[src/rtl/fpu_pkg.sv]
// Shared FP32 field layout, state encoding and bundle types
// for the floating-point display path.
package fpu_pkg;

  localparam int SIGN_BIT = 31;
  localparam int EXP_MSB  = 30;
  localparam int EXP_LSB  = 23;
  localparam int MANT_W   = 23;
  localparam int EXP_BIAS = 127;

  localparam logic [7:0] EXP_SPECIAL = 8'hFF;

  typedef struct packed {
    logic        sign;
    logic [7:0]  exp;
    logic [22:0] mant;
  } fp32_t;

  typedef enum logic [1:0] {
    IDLE,
    ALIGN,
    CONVERT,
    DONE
  } state_t;

endpackage

[src/rtl/fp32_to_uint_round.sv]
// FP32 to unsigned integer magnitude, round half away from zero,
// saturating at MAXV; also flags Inf/NaN and reports sign.
module fp32_to_uint_round
  import fpu_pkg::*;
#(
  parameter int BW   = 14,
  parameter int MAXV = 9999
) (
  input  fp32_t          fp,
  output logic [BW-1:0]  mag,
  output logic           sat,
  output logic           neg
);

  logic [63:0] sig;
  logic [63:0] rnd;
  logic [5:0]  sh;
  logic        half;
  int          e;

  always_comb begin
    sig  = {40'd0, 1'b1, fp.mant};
    e    = int'({24'd0, fp.exp}) - EXP_BIAS;
    rnd  = '0;
    sh   = '0;
    half = 1'b0;
    mag  = '0;
    sat  = 1'b0;
    neg  = 1'b0;
    if (fp.exp == EXP_SPECIAL) begin
      // Inf keeps its sign, NaN is shown as positive
      mag = BW'(MAXV);
      sat = 1'b1;
      neg = fp.sign && (fp.mant == '0);
    end else begin
      if (fp.exp == '0) begin
        mag = '0;
      end else if (e < -1) begin
        mag = '0;
      end else if (e == -1) begin
        mag = BW'(1);
      end else if (e >= BW) begin
        mag = BW'(MAXV);
        sat = 1'b1;
      end else begin
        if (e >= MANT_W) begin
          rnd = sig << 6'(e - MANT_W);
        end else begin
          sh   = 6'(MANT_W - e);
          half = sig[sh - 6'd1];
          rnd  = (sig >> sh) + 64'(half);
        end
        if (rnd > 64'(MAXV)) begin
          mag = BW'(MAXV);
          sat = 1'b1;
        end else begin
          mag = rnd[BW-1:0];
        end
      end
      neg = fp.sign && (mag != '0);
    end
  end

endmodule

[src/rtl/fp32_to_bcd_seq.sv]
// Sequential FP32 to signed packed-BCD converter:
// one rounding cycle followed by a fixed-length double-dabble.
module fp32_to_bcd_seq
  import fpu_pkg::*;
#(
  parameter int DIGITS = 4
) (
  input  logic                  clk,
  input  logic                  rst_n,
  input  logic                  in_valid,
  output logic                  in_ready,
  input  logic [31:0]           fp_in,
  output logic                  out_valid,
  input  logic                  out_ready,
  output logic [4*DIGITS-1:0]   bcd_out,
  output logic                  neg,
  output logic                  sat
);

  localparam int BW   = $clog2(10**DIGITS);
  localparam int MAXV = 10**DIGITS - 1;
  localparam int CW   = $clog2(BW + 1);
  localparam int NW   = 4 * DIGITS;

  state_t state, state_nx;

  fp32_t          fp_q;
  logic [BW-1:0]  mag;
  logic           r_sat;
  logic           r_neg;
  logic [BW-1:0]  bin;
  logic [NW-1:0]  bcd;
  logic [CW-1:0]  cnt;
  logic           sat_q;
  logic           neg_q;
  logic [NW-1:0]  bcd_adj;
  logic [NW+BW-1:0] shifted;
  logic           last;

  fp32_to_uint_round #(
    .BW   (BW),
    .MAXV (MAXV)
  ) u_round (
    .fp  (fp_q),
    .mag (mag),
    .sat (r_sat),
    .neg (r_neg)
  );

  assign last = (cnt == CW'(BW - 1));

  always_comb begin
    bcd_adj = bcd;
    for (int i = 0; i < DIGITS; i++) begin
      if (bcd[4*i +: 4] >= 4'd5)
        bcd_adj[4*i +: 4] = bcd[4*i +: 4] + 4'd3;
    end
    shifted = {bcd_adj, bin} << 1;
  end

  always_comb begin
    state_nx  = state;
    in_ready  = 1'b0;
    out_valid = 1'b0;
    unique case (state)
      IDLE: begin
        in_ready = 1'b1;
        if (in_valid) state_nx = ALIGN;
      end
      ALIGN:   state_nx = CONVERT;
      CONVERT: if (last) state_nx = DONE;
      DONE: begin
        out_valid = 1'b1;
        if (out_ready) state_nx = IDLE;
      end
      default: state_nx = IDLE;
    endcase
  end

  always_ff @(posedge clk or negedge rst_n) begin
    if (!rst_n) state <= IDLE;
    else        state <= state_nx;
  end

  always_ff @(posedge clk or negedge rst_n) begin
    if (!rst_n) begin
      fp_q    <= '0;
      bin     <= '0;
      bcd     <= '0;
      cnt     <= '0;
      sat_q   <= 1'b0;
      neg_q   <= 1'b0;
      bcd_out <= '0;
      neg     <= 1'b0;
      sat     <= 1'b0;
    end else begin
      if (state == IDLE && in_valid)
        fp_q <= fp_in;
      if (state == ALIGN) begin
        bin   <= mag;
        bcd   <= '0;
        cnt   <= '0;
        sat_q <= r_sat;
        neg_q <= r_neg;
      end
      if (state == CONVERT) begin
        {bcd, bin} <= shifted;
        cnt        <= cnt + CW'(1);
        // final shift lands straight in the visible result
        if (last) begin
          bcd_out <= shifted[NW+BW-1:BW];
          neg     <= neg_q;
          sat     <= sat_q;
        end
      end
    end
  end

endmodule
[config.mk]
export PLATFORM = sky130hd
export DESIGN_NAME = fp32_to_bcd_seq
export DESIGN_NICKNAME = d
export VERILOG_FILES = /design/src/rtl/fpu_pkg.sv /design/src/rtl/fp32_to_uint_round.sv /design/src/rtl/fp32_to_bcd_seq.sv
export SDC_FILE = /design/constraint.sdc
export NUM_CORES = 1
export LEC_CHECK = 0
export CORE_MARGIN = 2
export CORE_UTILIZATION = 60
export CTS_CLUSTER_SIZE = 28
export DETAILED_ROUTE_END_ITERATION = 8
export GPL_TIMING_DRIVEN = 0
export PLACE_DENSITY = 0.9
export SYNTH_ARGS = -nofsm -noshare
export SYNTH_HDL_FRONTEND = slang
export SYNTH_SLANG_ARGS = --single-unit
[constraint.sdc]
create_clock -name clk -period 7.8 [get_ports clk]
set_input_delay 1.56 -clock clk [delete_from_list [all_inputs] [get_ports clk]]
set_output_delay 1.56 -clock clk [all_outputs]
set_load 0.01 [all_outputs]
# ---- Word level (Yosys, flattened, before mapping)
# Cells that the tools add are included.
# W data, S select, Z words.
dict set report word_totals {
  elab_cells 90
  reg_bits 88
  output_inout_bits 20
  input_bits 36
}
dict set report classes {
  magnitude_cmp 9
  reduce_logical 10
  n_mux 38
  eq_ne 9
  shift 2
  addsub 10
}
# operator n
set ops {}
lappend ops {{$mux W64} 6}
lappend ops {{$mux W14} 9}
lappend ops {{$add A64 B1 Y64} 1}
lappend ops {{$gt A64 B14 Y1 const B} 1}
lappend ops {{$shl A24 B6 Y64} 1}
lappend ops {{$shr A24 B6 Y64} 1}
lappend ops {{$mux W16} 2}
lappend ops {{$logic_not A23 Y1} 1}
lappend ops {{$mux W4} 5}
lappend ops {{$ge A4 B3 Y1 const B} 4}
lappend ops {{$reduce_bool A14 Y1} 1}
lappend ops {{$add A4 B2 Y4 const B} 3}
lappend ops {{$mux W1} 10}
lappend ops {{$eq A9 B1 Y1 const B} 1}
lappend ops {{$ge A9 B5 Y1 const B} 1}
lappend ops {{$ge A9 B6 Y1 const B} 1}
lappend ops {{$lt A9 B1 Y1 const B} 1}
lappend ops {{$sub A8 B7 Y9 const B} 1}
lappend ops {{$eq A8 B8 Y1 const B} 1}
lappend ops {{$logic_not A8 Y1} 1}
lappend ops {{$pmux W2 S4} 1}
lappend ops {{$lt A6 B7 Y1 const B} 1}
lappend ops {{$bmux W1 S6} 1}
lappend ops {{$mux W2} 3}
lappend ops {{15 further kinds} 20}

# ---- Longest topological paths before layout
dict set report depth {
  depth_word 22
  ltp_mapped 32
  mapped_depth_nobuf 21
}

# ---- By module
# A second synthesis with hierarchy kept.
dict set report hier_totals {
  cells_unflattened 924
  area_unflattened_um2 8261.7
}
# mod area_each_um2 instances cells_per_inst seq_area_each_um2
set modules_own_cells {}
lappend modules_own_cells {fp32_to_uint_round 4341.7 1 594 0.0}
lappend modules_own_cells {fp32_to_bcd_seq 3920.0 1 330 2202.1}

# ---- Worst setup path after synthesis
# No wires, ideal clock.
dict set report synth_path {
  path_type {flip-flop to flip-flop}
  startpoint {reg fp_q[23] in the netlist's numbering}
  endpoint {reg bin[0]}
  path_stages_with_launch 31
  period_less_slack_ns 6.782
  path_buffers 10
  t_arrival_ns 6.664
  setup_ns 0.118
  path_slack_ns 1.018
  required_ns 7.682
  path_cell_list {dfrtp_1 > buf_2 > inv_2 > buf_2 > buf_2 > buf_2 > buf_2 > ha_1 > buf_4 > buf_6 > buf_6 > nor3b_1 > o21a_1 > or3_1 > nand2_1 > clkbuf_1 > clkbuf_1 > o211ai_1 > a311oi_1 > ha_1 > ha_1 > inv_1 > a211oi_1 > nand4_1 > or2_2 > nor4_1 > o22ai_1 > a2111o_1 > a221oi_4 > a221oi_1 > a21o_1}
}
dict set report synth_between {
  elab_chain_cells 22
  elab_cells_between_ends 31
  cone_classes {add/sub (5); order compare (4); eq/ne (2); shift (2); mux (17); reduce/logical (1)}
}
# element line_no
set synth_lines {}
lappend synth_lines {{start: declaration} fp32_to_bcd_seq.sv:27} ;# fp32_t fp_q;
lappend synth_lines {{start signal: assignment} fp32_to_bcd_seq.sv:98} ;# fp_q <= fp_in;
lappend synth_lines {{$sub A8 B7 Y9} fp32_to_uint_round.sv:23} ;# e = int'({24'd0, fp.exp}) - EXP_BIAS;
lappend synth_lines {{$sub A6 B6 Y6} fp32_to_uint_round.sv:49} ;# sh = 6'(MANT_W - e);
lappend synth_lines {{$sub A6 B1 Y6} fp32_to_uint_round.sv:50} ;# half = sig[sh - 6'd1];
lappend synth_lines {{$bmux W1 S6} fp32_to_uint_round.sv:50}
lappend synth_lines {{$mux W1 (not written as such)} fp32_to_uint_round.sv:50}
lappend synth_lines {{$add A64 B1 Y64} fp32_to_uint_round.sv:51} ;# rnd = (sig >> sh) + 64'(half);
lappend synth_lines {{$mux W64} fp32_to_uint_round.sv:46} ;# if (e >= MANT_W) begin
lappend synth_lines {{$mux W64} fp32_to_uint_round.sv:42} ;# end else if (e >= BW) begin
lappend synth_lines {{[6 not listed]} --}
lappend synth_lines {{$mux W14} fp32_to_uint_round.sv:42}
lappend synth_lines {{$mux W14} fp32_to_uint_round.sv:40} ;# end else if (e == -1) begin
lappend synth_lines {{$mux W14} fp32_to_uint_round.sv:38} ;# end else if (e < -1) begin
lappend synth_lines {{$mux W14} fp32_to_uint_round.sv:36} ;# if (fp.exp == '0) begin
lappend synth_lines {{$mux W14} fp32_to_uint_round.sv:30} ;# if (fp.exp == EXP_SPECIAL) begin
lappend synth_lines {{$mux W14 (*)} fp32_to_uint_round.sv:30}
lappend synth_lines {{$mux W14 (*)} fp32_to_bcd_seq.sv:99} ;# if (state == ALIGN) begin
lappend synth_lines {{$mux W14 (*)} fp32_to_bcd_seq.sv:106} ;# if (state == CONVERT) begin
lappend synth_lines {{end signal: assignment} fp32_to_bcd_seq.sv:100} ;# bin <= mag;
lappend synth_lines {{end signal: assignment} fp32_to_bcd_seq.sv:107} ;# {bcd, bin} <= shifted;
lappend synth_lines {{end: declaration} fp32_to_bcd_seq.sv:31} ;# logic [BW-1:0] bin;
# Mark *: on every way between the ends. The rest lies on a longest branch, timed or not. The select of a mux whose other input is x is not followed.
# A chain may end at the register's enable or synchronous reset.

# ---- Worst setup path after layout
dict set report layout_path {
  startpoint {reg fp_q[23] in the netlist's numbering}
  endpoint {reg bin[4]}
}
# The elaborated chain is that of the path after synthesis.

==> impl_metrics.env <==
export IMPL_rows=44
export IMPL_antenna_found_initial=0
export IMPL_grt_pass1_wl_um=46300
export IMPL_clockRootBuffer="clkbuf_16"
export IMPL_finalSetupViolations=0
export IMPL_syn_area_per_cell_um2=8.78
export IMPL_synthCells=1014
export IMPL_finalSetupTns_ps=0
export IMPL_drc_errors=0
export IMPL_hold_violations=0
export IMPL_ys_seq_area_frac=0.247
export IMPL_yosysUniqueCellTypes=99
export IMPL_synth_nets=1078
export IMPL_io_pins=56
export IMPL_drtIter0Drc=1174
export IMPL_vias=8861
export IMPL_syn_cell_area_mm2=0.00890
export IMPL_clk_latency_ps=370
export IMPL_syn_to_final_growth_pct=12.7
export IMPL_fmax_ghz=0.132
export IMPL_cp_slowest_stage_delay_ps=530
export IMPL_async_reset_ff_frac=1.00
export IMPL_layout_min_cycle_time_ps=7570
export IMPL_cp_max_fo=16
export IMPL_slew_headroom=0.218
export IMPL_grt_pass1_vias=8678
export IMPL_clock_path_buffers=2
export IMPL_path_class="reg -> reg"
export IMPL_finalCritPeriodShare=0.971
export IMPL_drtPass1Iterations=6
export IMPL_outcome="complete, no violations"
export IMPL_io_buffers=55
export IMPL_via_per_inst=6.98
export IMPL_gp_congestion=1.00
export IMPL_numCtsBuffers=9
export IMPL_worstPathArrival_ps=7850
export IMPL_cts_tree="yes"
export IMPL_synth_seq_cells=88
export IMPL_rsz0062_at_grt="false"
export IMPL_tightest_slew_ps=1160
export IMPL_startpoint_type="register"
export IMPL_dieArea_mm2=0.0158
export IMPL_drive_above_1_share=0.170
export IMPL_die_h_um=126
export IMPL_cts_hold_buf=0
export IMPL_worst_ep_required_time_ps=8080
export IMPL_maxSlewViolCount=0
export IMPL_hold_path_class="reg -> reg"
export IMPL_nets=1145
export IMPL_grt_overflow=0
export IMPL_routedWlPerCell_um=22.7
export IMPL_dp_hpwl_um=21700
export IMPL_cts_sinks=88
export IMPL_die_x_um=126
export IMPL_critPathMostFrequentCell="buf_2"
export IMPL_synth_main_ff_cell="dfrtp_1"
export IMPL_max_cap_viol_count=0
export IMPL_htreeDepth=3
export IMPL_initial_utilization=0.612
export IMPL_diodes=0
export IMPL_route_antenna_remaining_nets=0
export IMPL_drt_total_wl_um=28800
export IMPL_clock_skew_ps=13.1
export IMPL_core_mm2=0.0145
export IMPL_endpoint_kind="register"
export IMPL_slowest_stage="a2111o_1"
export IMPL_synth_edf_count=0
export IMPL_grt_max_degree=66
export IMPL_yosys_warnings=0
export IMPL_clkTransAtPathRegs_ps=70
export IMPL_grt_usage=0.365
-- layer usage --
| layer | up-vias | global-route usage | share of wire |
|---|---|---|---|
| met5 | - | 0 | 0 |
| met4 | 0 | 0.231 | 0.069 |
| met3 | 160 | 0.0675 | 0.093 |
| met2 | 570 | 0.597 | 0.46 |
| met1 | 4157 | 0.446 | 0.38 |
| li1 | 3974 | - | - |
-- registers in the layout, summed over array words and instances, names as in the netlist --
signal,cells
bcd_out,16
state,2
cnt,4
fp_q,32
bin,14
bcd,16
neg_q,1
sat,1
sat_q,1
neg,1
-- path summary, 6_finish.rpt --
| path | slack, ps | end | from | cells past startpoint |
|---|---|---|---|---|
| worst max-delay path | 230 | bin[4]$_DFFE_PN0P_ | fp_q[23]$_DFFE_PN0P_ | 29 |
| worst min-delay path | 480 | bcd_out[5]$_DFFE_PN0P_ | bcd_out[5]$_DFFE_PN0P_ | 2 |
| worst max register to register | 230 | bin[4]$_DFFE_PN0P_ | fp_q[23]$_DFFE_PN0P_ | 29 |
| worst min register to register | 480 | bcd_out[5]$_DFFE_PN0P_ | bcd_out[5]$_DFFE_PN0P_ | 2 |
| max in group asynchronous | 6040 | fp_q[25]$_DFFE_PN0P_ | rst_n | 2 |
| min in group asynchronous | 1110 | bin[5]$_DFFE_PN0P_ | rst_n | 1 |
-- final cells by class --
cell class	instances	area, um^2
tap	184	230
buffer	88	430
clock inverter	7	68.8
inverter	35	134
fill	1178	4500
sequential	88	2200
timing repair buffer	58	591
clock buffer	9	225
multi-input combinational	801	6150
-- metrics by stage --
| step | instance area, um^2 | setup WS (ps) | util | std cells | hold slack (ps) |
|---|---|---|---|---|---|
| after global placement | 9680 | -572 | 0.666 | 1253 | 454 |
| after floorplan | 8900 | 1020 | - | 1014 | 441 |
| after detailed placement | 9710 | -585 | 0.668 | 1254 | 458 |
| final | 10000 | 229 | 0.690 | 1270 | 478 |
| after CTS | 10000 | 33.7 | 0.690 | 1271 | 486 |
| after global routing | 10000 | 8.88 | 0.690 | 1270 | 512 |
-- synthesized netlist by cell type (all sizes together) (6+ instances only) --
master / number / area share
mux4: 26 / 0.066
dfrtp: 88 / 0.25
o311ai: 7 / 0.0069
nor4: 12 / 0.010
inv: 34 / 0.014
nand2: 75 / 0.032
nand4: 16 / 0.011
xnor2: 18 / 0.021
nand4b: 7 / 0.0069
ha: 28 / 0.039
o21a: 6 / 0.0051
nor2b: 9 / 0.0066
mux2i: 41 / 0.047
nand2b: 12 / 0.0084
a211oi: 12 / 0.011
nand3: 29 / 0.019
o21ai: 74 / 0.042
o22ai: 10 / 0.0070
nor3: 40 / 0.024
and2: 9 / 0.0066
a21oi: 44 / 0.025
o32ai: 6 / 0.0059
nand3b: 14 / 0.012
and4: 9 / 0.0089
nor2: 72 / 0.030
a311oi: 10 / 0.011
mux2: 73 / 0.093
o211ai: 12 / 0.010
o2bb2ai: 6 / 0.0059
or3: 8 / 0.0056
a22oi: 6 / 0.0051
clkbuf: 55 / 0.023
buf: 35 / 0.026
and3: 17 / 0.012
-- placed cells by master, fill, tap and decap left out, types with 9 or more instances in the layout --
cell              n
dfrtp_1          88
nand2_1          74
nor2_1           72
mux2_2           69
o21ai_0          69
clkdlybuf4s50_1  54
clkbuf_1         51
a21oi_1          44
mux2i_1          40
nor3_1           36
inv_1            30
ha_1             28
nand3_1          26
mux4_2           26
and3_1           17
xnor2_1          16
nand4_1          16
buf_2            15
nand3b_1         14
nand2b_1         12
o211ai_1         12
nor4_1           11
o22ai_1          10
a211oi_1         10
and4_1            9
clkbuf_16         9
-- critical path, delay by kind of cell (launching register included) --
family / cells / cell delay, ps
AOI/OAI and AO/OA: 7 / 1920
adders and majority gates: 3 / 800
buffers and inverters: 11 / 2430
DFF: 1 / 440
and+or+nand+nor: 8 / 1860
-- repair_timing --
item | CTS | global route
setup endpoints to repair | 16 | 15
hold endpoints to repair | 0 | 0
buffers inserted | 2 | 0
pin swaps | 1 | 0
gates resized for setup | 4 | 6
-- logic make-up after synthesis --
kind of cell	after synthesis	share of synthesized area
compound gates	264	0.210
fa+ha+maj	28	0.0394
xor+xnor	23	0.0256
mux	140	0.206
flops	88	0.247
buf+inv	125	0.0638
simple gates	346	0.208
Power is left out: the tool's default activity adds up to more than one toggle a clock period on the data nets, which glitch-free logic cannot reach.
